## config.mk

```make
export PLATFORM = sky130hd
export DESIGN_NAME = hatch_seq
export DESIGN_NICKNAME = d
export VERILOG_FILES = /design/src/rtl/hatch_seq.sv
export SDC_FILE = /design/constraint.sdc
export NUM_CORES = 1
export LEC_CHECK = 0
export CAP_MARGIN = 20
export CORE_ASPECT_RATIO = 0.75
export CORE_UTILIZATION = 50
export CTS_CLUSTER_DIAMETER = 200
export DETAILED_ROUTE_END_ITERATION = 8
export PLACE_DENSITY = 0.7
export SYNTH_ARGS = -nofsm -noshare
export SYNTH_HDL_FRONTEND = slang
export SYNTH_SLANG_ARGS = --single-unit
export TNS_END_PERCENT = 10
```

## constraint.sdc

```tcl
create_clock -name clk -period 1.9 [get_ports clk]
set_clock_uncertainty 0.15 [all_clocks]
set_input_delay 0.285 -clock clk [delete_from_list [all_inputs] [get_ports clk]]
set_output_delay 0.285 -clock clk [all_outputs]
set_load 0.05 [all_outputs]
```

## src/rtl/hatch_seq.sv

```systemverilog
// Egg-hatching animation sequencer: steps a frame index every FRAME_TICKS clocks.
// Define HATCH_LOOP_EN to make DONE restart the animation automatically after one frame time.
`timescale 1ns/1ps

// Two-flop synchronizer plus rising-edge detector for an asynchronous button level.
module hatch_edge_sync (
  input  logic clk,
  input  logic rst,
  input  logic din,
  output logic pulse_c
);

  logic sync1;
  logic sync2;
  logic sync2_d;

  always_ff @(posedge clk or posedge rst) begin
    if (rst) begin
      sync1   <= 1'b0;
      sync2   <= 1'b0;
      sync2_d <= 1'b0;
    end else begin
      sync1   <= din;
      sync2   <= sync1;
      sync2_d <= sync2;
    end
  end

  assign pulse_c = sync2 & ~sync2_d;

endmodule

module hatch_seq #(
  parameter int unsigned FRAME_TICKS = 500,
  parameter int unsigned LAST_FRAME  = 11
) (
  input  logic       clk,
  input  logic       rst,
  input  logic       start,
  input  logic       pause,
  output logic [3:0] num,
  output logic       frame_stb,
  output logic       busy,
  output logic       done
);

  localparam int unsigned TICK_W = 10;
  localparam int unsigned NUM_W  = 4;
  localparam logic [TICK_W-1:0] TICK_LAST = TICK_W'(FRAME_TICKS - 1);
  localparam logic [NUM_W-1:0]  NUM_LAST  = NUM_W'(LAST_FRAME);
  localparam logic [NUM_W-1:0]  NUM_ONE   = NUM_W'(1);
  localparam logic [TICK_W-1:0] TICK_ONE  = TICK_W'(1);

  typedef enum logic [1:0] {
    IDLE  = 2'd0,
    RUN   = 2'd1,
    PAUSE = 2'd2,
    DONE  = 2'd3
  } state_t;

  state_t            state;
  logic [TICK_W-1:0] tick;
  logic              start_ev_c;
  logic              pause_ev_c;

  hatch_edge_sync u_start_sync (
    .clk     (clk),
    .rst     (rst),
    .din     (start),
    .pulse_c (start_ev_c)
  );

  hatch_edge_sync u_pause_sync (
    .clk     (clk),
    .rst     (rst),
    .din     (pause),
    .pulse_c (pause_ev_c)
  );

  // Sequencer: busy/done are set alongside every state change so they stay registered.
  always_ff @(posedge clk or posedge rst) begin
    if (rst) begin
      state     <= IDLE;
      tick      <= '0;
      num       <= '0;
      frame_stb <= 1'b0;
      busy      <= 1'b0;
      done      <= 1'b0;
    end else begin
      frame_stb <= 1'b0;
      case (state)
        IDLE: begin
          if (start_ev_c) begin
            state     <= RUN;
            tick      <= '0;
            num       <= '0;
            frame_stb <= 1'b1;
            busy      <= 1'b1;
            done      <= 1'b0;
          end
        end

        RUN: begin
          // Pause beats a coinciding terminal count: counter stays at TICK_LAST.
          if (pause_ev_c) begin
            state <= PAUSE;
          end else if (tick == TICK_LAST) begin
            tick      <= '0;
            num       <= num + NUM_ONE;
            frame_stb <= 1'b1;
            if ((num + NUM_ONE) == NUM_LAST) begin
              state <= DONE;
              busy  <= 1'b0;
              done  <= 1'b1;
            end
          end else begin
            tick <= tick + TICK_ONE;
          end
        end

        PAUSE: begin
          if (start_ev_c) begin
            state     <= RUN;
            tick      <= '0;
            num       <= '0;
            frame_stb <= 1'b1;
            busy      <= 1'b1;
            done      <= 1'b0;
          end else if (pause_ev_c) begin
            state <= RUN;
          end
        end

        DONE: begin
          if (start_ev_c) begin
            state     <= RUN;
            tick      <= '0;
            num       <= '0;
            frame_stb <= 1'b1;
            busy      <= 1'b1;
            done      <= 1'b0;
          end
`ifdef HATCH_LOOP_EN
          else if (tick == TICK_LAST) begin
            state     <= RUN;
            tick      <= '0;
            num       <= '0;
            frame_stb <= 1'b1;
            busy      <= 1'b1;
            done      <= 1'b0;
          end else begin
            tick <= tick + TICK_ONE;
          end
`else
          else begin
            tick <= '0;
          end
`endif
        end

        default: begin
          state <= IDLE;
          tick  <= '0;
          num   <= '0;
          busy  <= 1'b0;
          done  <= 1'b0;
        end
      endcase
    end
  end

endmodule

```

==> out/results.tsv <==
stage	metric	value	unit
placement	Inst Count DP	175	
critical_path	Worst path max stage delay	0.41	ns
cells_and_area	ANT cells	0	
worst_hold_path	Hold Crit Class	input pin to async pin	
floorplan	width of the die	61.39	um
run	Max Cap Viol	0	
synth	syn nets	135	
grt	All-Layer GR Usage	22.44	%
placement	HPWL after DPL	2.076	mm
clock_tree	Num CTS Buffers	3	
route	ANT nets after route	0	
critical_path	Critical Path End Type	flop	
sta	Final Hold Violating Endpoints	0	
synth	Yosys cell types	39	
synth	leading area contributor after synthesis	dfrtp_1	
route	Initial DRC Count	51	
critical_path	Critical Path AT	1.98	ns
synth	ranking of synthesized cells by area	dfrtp_1, ha_1, o211ai_1	
sta	final critical-path share of the clock period	98.85	%
cells_and_area	fill count	214	
critical_path	CP Data Required Time	2.00	ns
route	WL per Instance	15.94	um
floorplan	Row Count	15	
floorplan	initial core utilization	55.05	%
synth	Synthesis Warnings	0	
synth	syn_area_per_cell	10.58	um^2
grt	largest net degree at the start of global routing	26	
cells_and_area	Post-Layout Cell Count	181	
sta	max_slew headroom	76.01	%
route	Vias/cell	5.856	
synth	asr flop ratio synth	100.0	%
placement	# port buffers	10	
power	P_int	0.9878	mW
grt	first-pass GRT wire length	4.436	mm
sta	Slew Viols, Final	0	
route	Post-route DRC	0	
synth	Post-Syn Instances	125	
synth	Yosys reg bits	25	
sta	RSZ-0062 raised after global routing	yes	
clock_tree	Worst-Skew Late Latency	0.33	ns
clock_tree	Clock Path Buffers	2	
power	Flop pwr share	39.0	%
cells_and_area	Final Instance Area	1578	um^2
power	Lkg Pwr	0.7251	nW
sta	Final min period	1.878	ns
sta	Peak Freq	0.5325	GHz
critical_path	startpoint class of the critical path	flop	
route	DR pass1 iterations	4	
clock_tree	root buf cell	clkbuf_4	
clock_tree	clock-pin slew on the worst setup and hold paths	0.15	ns
clock_tree	TritonCTS clock tree	built	
cells_and_area	area of the multi-input gates	698.2	um^2
power	switching power	0.6703	mW
power	PwrDens	1051	nW/um^2
floorplan	Die Ht	46.54	um
synth	register area share after synthesis	47.30	%
synth	Post-synth EDFFs	0	
clock_tree	CTS Hold Buffers Added	0	
critical_path	CP max-delay cell	dfrtp_1	
grt	vias in the first global route	947	
cells_and_area	Final Core Density	65.68	%
grt	initial antenna violation count	0	
critical_path	worst path bufs/invs	0	
cells_and_area	most common cell after layout, fill and taps aside	dfrtp_1	
critical_path	worst-path maximum fanout	3	
cells_and_area	Area Overhead vs Synth	19.30	%
clock_tree	TritonCTS Sinks	25	
power	power share of the clock group	15.7	%
run_status	outcome	finished, final reports clean	
synth	Mapped Area	1323	um^2
critical_path	critical path class	flop to flop	
power	Max rail drop VDD	0.6728	mV
cells_and_area	commonest non-fill, non-tap cells in the layout	dfrtp_1, buf_4, nand2_1	
synth	Yosys top cell area share	47.30	%
critical_path	CP cell instances	ha_1 -> nor4b_4 -> nand4_1 -> o21bai_1 -> a31oi_1	
placement	DP Area	1498	um^2
sta	hold slack	0.1254	ns
cells_and_area	share of cells above drive strength 1	21.77	%
power	Switching Share	40.42	%
sta	worst-margin pin slew	0.3584	ns
floorplan	# IOs	11	
floorplan	die area	2857	um^2
clock_tree	total number of H-tree levels	1	
floorplan	Core Region	2402	um^2
critical_path	Crit path max-delay family	simple AND/OR/NAND/NOR gates	
power	Logic pwr share	45.4	%
synth	Synth Flop Type	dfrtp_1	
route	drt total wl	2.885	mm
route	vias	1060	
placement	GP Congestion	0.7958	
grt	gr ovfl total	0	
sta	Final Setup Violations	0	
cells_and_area	final-stage net count	158	
sta	setup tns final	0	ns
cells_and_area	Reg area	625.6	um^2
## worst paths after layout
kind                                              start                           end  slack, ns  cells after the start
min                                                 rst           tick[7]$_DFFE_PP0P_       0.13                      3
max reg2reg                         tick[1]$_DFFE_PP0P_          state[0]$_DFFE_PP0P_       0.02                      5
min reg2reg                u_pause_sync.sync1$_DFF_PP0_  u_pause_sync.sync2$_DFF_PP0_       0.22                      0
min in group clk           u_pause_sync.sync1$_DFF_PP0_  u_pause_sync.sync2$_DFF_PP0_       0.22                      0
max in group asynchronous                           rst            num[2]$_DFFE_PP0P_       1.24                      3
max                                 tick[1]$_DFFE_PP0P_          state[0]$_DFFE_PP0P_       0.02                      5
## state kept, by name, indices dropped and copies added, names as in the netlist
register	count
u_pause_sync.sync1	1
tick	10
done	1
state	2
u_pause_sync.sync2_d	1
busy	1
u_pause_sync.sync2	1
u_start_sync.sync2	1
frame_stb	1
u_start_sync.sync1	1
u_start_sync.sync2_d	1
num	4
## per-layer routing
layer / track usage (%) / vias up / wire length, um
li1: - / 507 / -
met1: 31.87 / 514 / 1393
met2: 35.00 / 35 / 1304
met3: 6.742 / 4 / 155
met4: 2.667 / 0 / 32
met5: 0 / - / 0
## final cells by class
type / count / share of cell area, %
clock buffer: 3 / 1.427
inverter: 6 / 1.427
clock inverter: 1 / 0.5551
tap: 34 / 2.696
timing repair buffer: 20 / 9.992
sequential: 25 / 39.65
multi-input combinational: 92 / 44.25
## worst min-delay path, cell delays in order
cell and delay (ns):
clkdlybuf4s50_1 0.39, inv_1 0.05, buf_4 0.30
## cell families after synthesis
family,synth area share [%]
simple gates,21.19
buf+inv,3.028
compound gates,17.88
xor+xnor,2.649
mux,2.271
flops,47.30
fa+ha+maj,5.676
## metrics by stage
stage               setup WS [ns]  power [mW]
finish                    0.02194       1.658
CTS                      0.001154       1.610
floorplan                 0.06522       1.092
detailed placement       -0.05454       1.317
global placement          0.06313       1.283
global route             -0.02823       1.747
## Yosys cell counts (2+ instances only)
| cell | instances |
|---|---|
| and2_1 | 2 |
| and3_1 | 3 |
| or3_1 | 3 |
| nor2_1 | 6 |
| o21ai_0 | 3 |
| nand2b_1 | 2 |
| nand2_1 | 8 |
| o2111ai_1 | 2 |
| o31ai_1 | 3 |
| a31oi_1 | 2 |
| inv_1 | 6 |
| nor2b_1 | 4 |
| nand4_1 | 3 |
| nand3_1 | 4 |
| or4_1 | 2 |
| dfrtp_1 | 25 |
| mux2i_1 | 3 |
| o21ai_1 | 3 |
| o211ai_1 | 6 |
| xor2_1 | 4 |
| buf_2 | 2 |
| a21oi_1 | 6 |
| a21bo_2 | 2 |
| ha_1 | 6 |
## power groups by stage
stage	clock [mW]	sequential, mW	combinational [mW]
after global placement	0	0.650	0.633
final	0.260	0.646	0.752
after detailed placement	0	0.654	0.663
after floorplan	0	0.662	0.430
after CTS	0.269	0.647	0.694
after global routing	0.288	0.651	0.809
## repair_timing
action                                 4_1_cts  5_1_grt
setup endpoints to repair                   11       13
endpoints found under the hold margin        0        0
pin swaps                                    0        2
cloned                                       0        1
resized for setup                            3        2
setup buffers                                0        1
No activity file was read; power rests on OpenSTA's default activity.
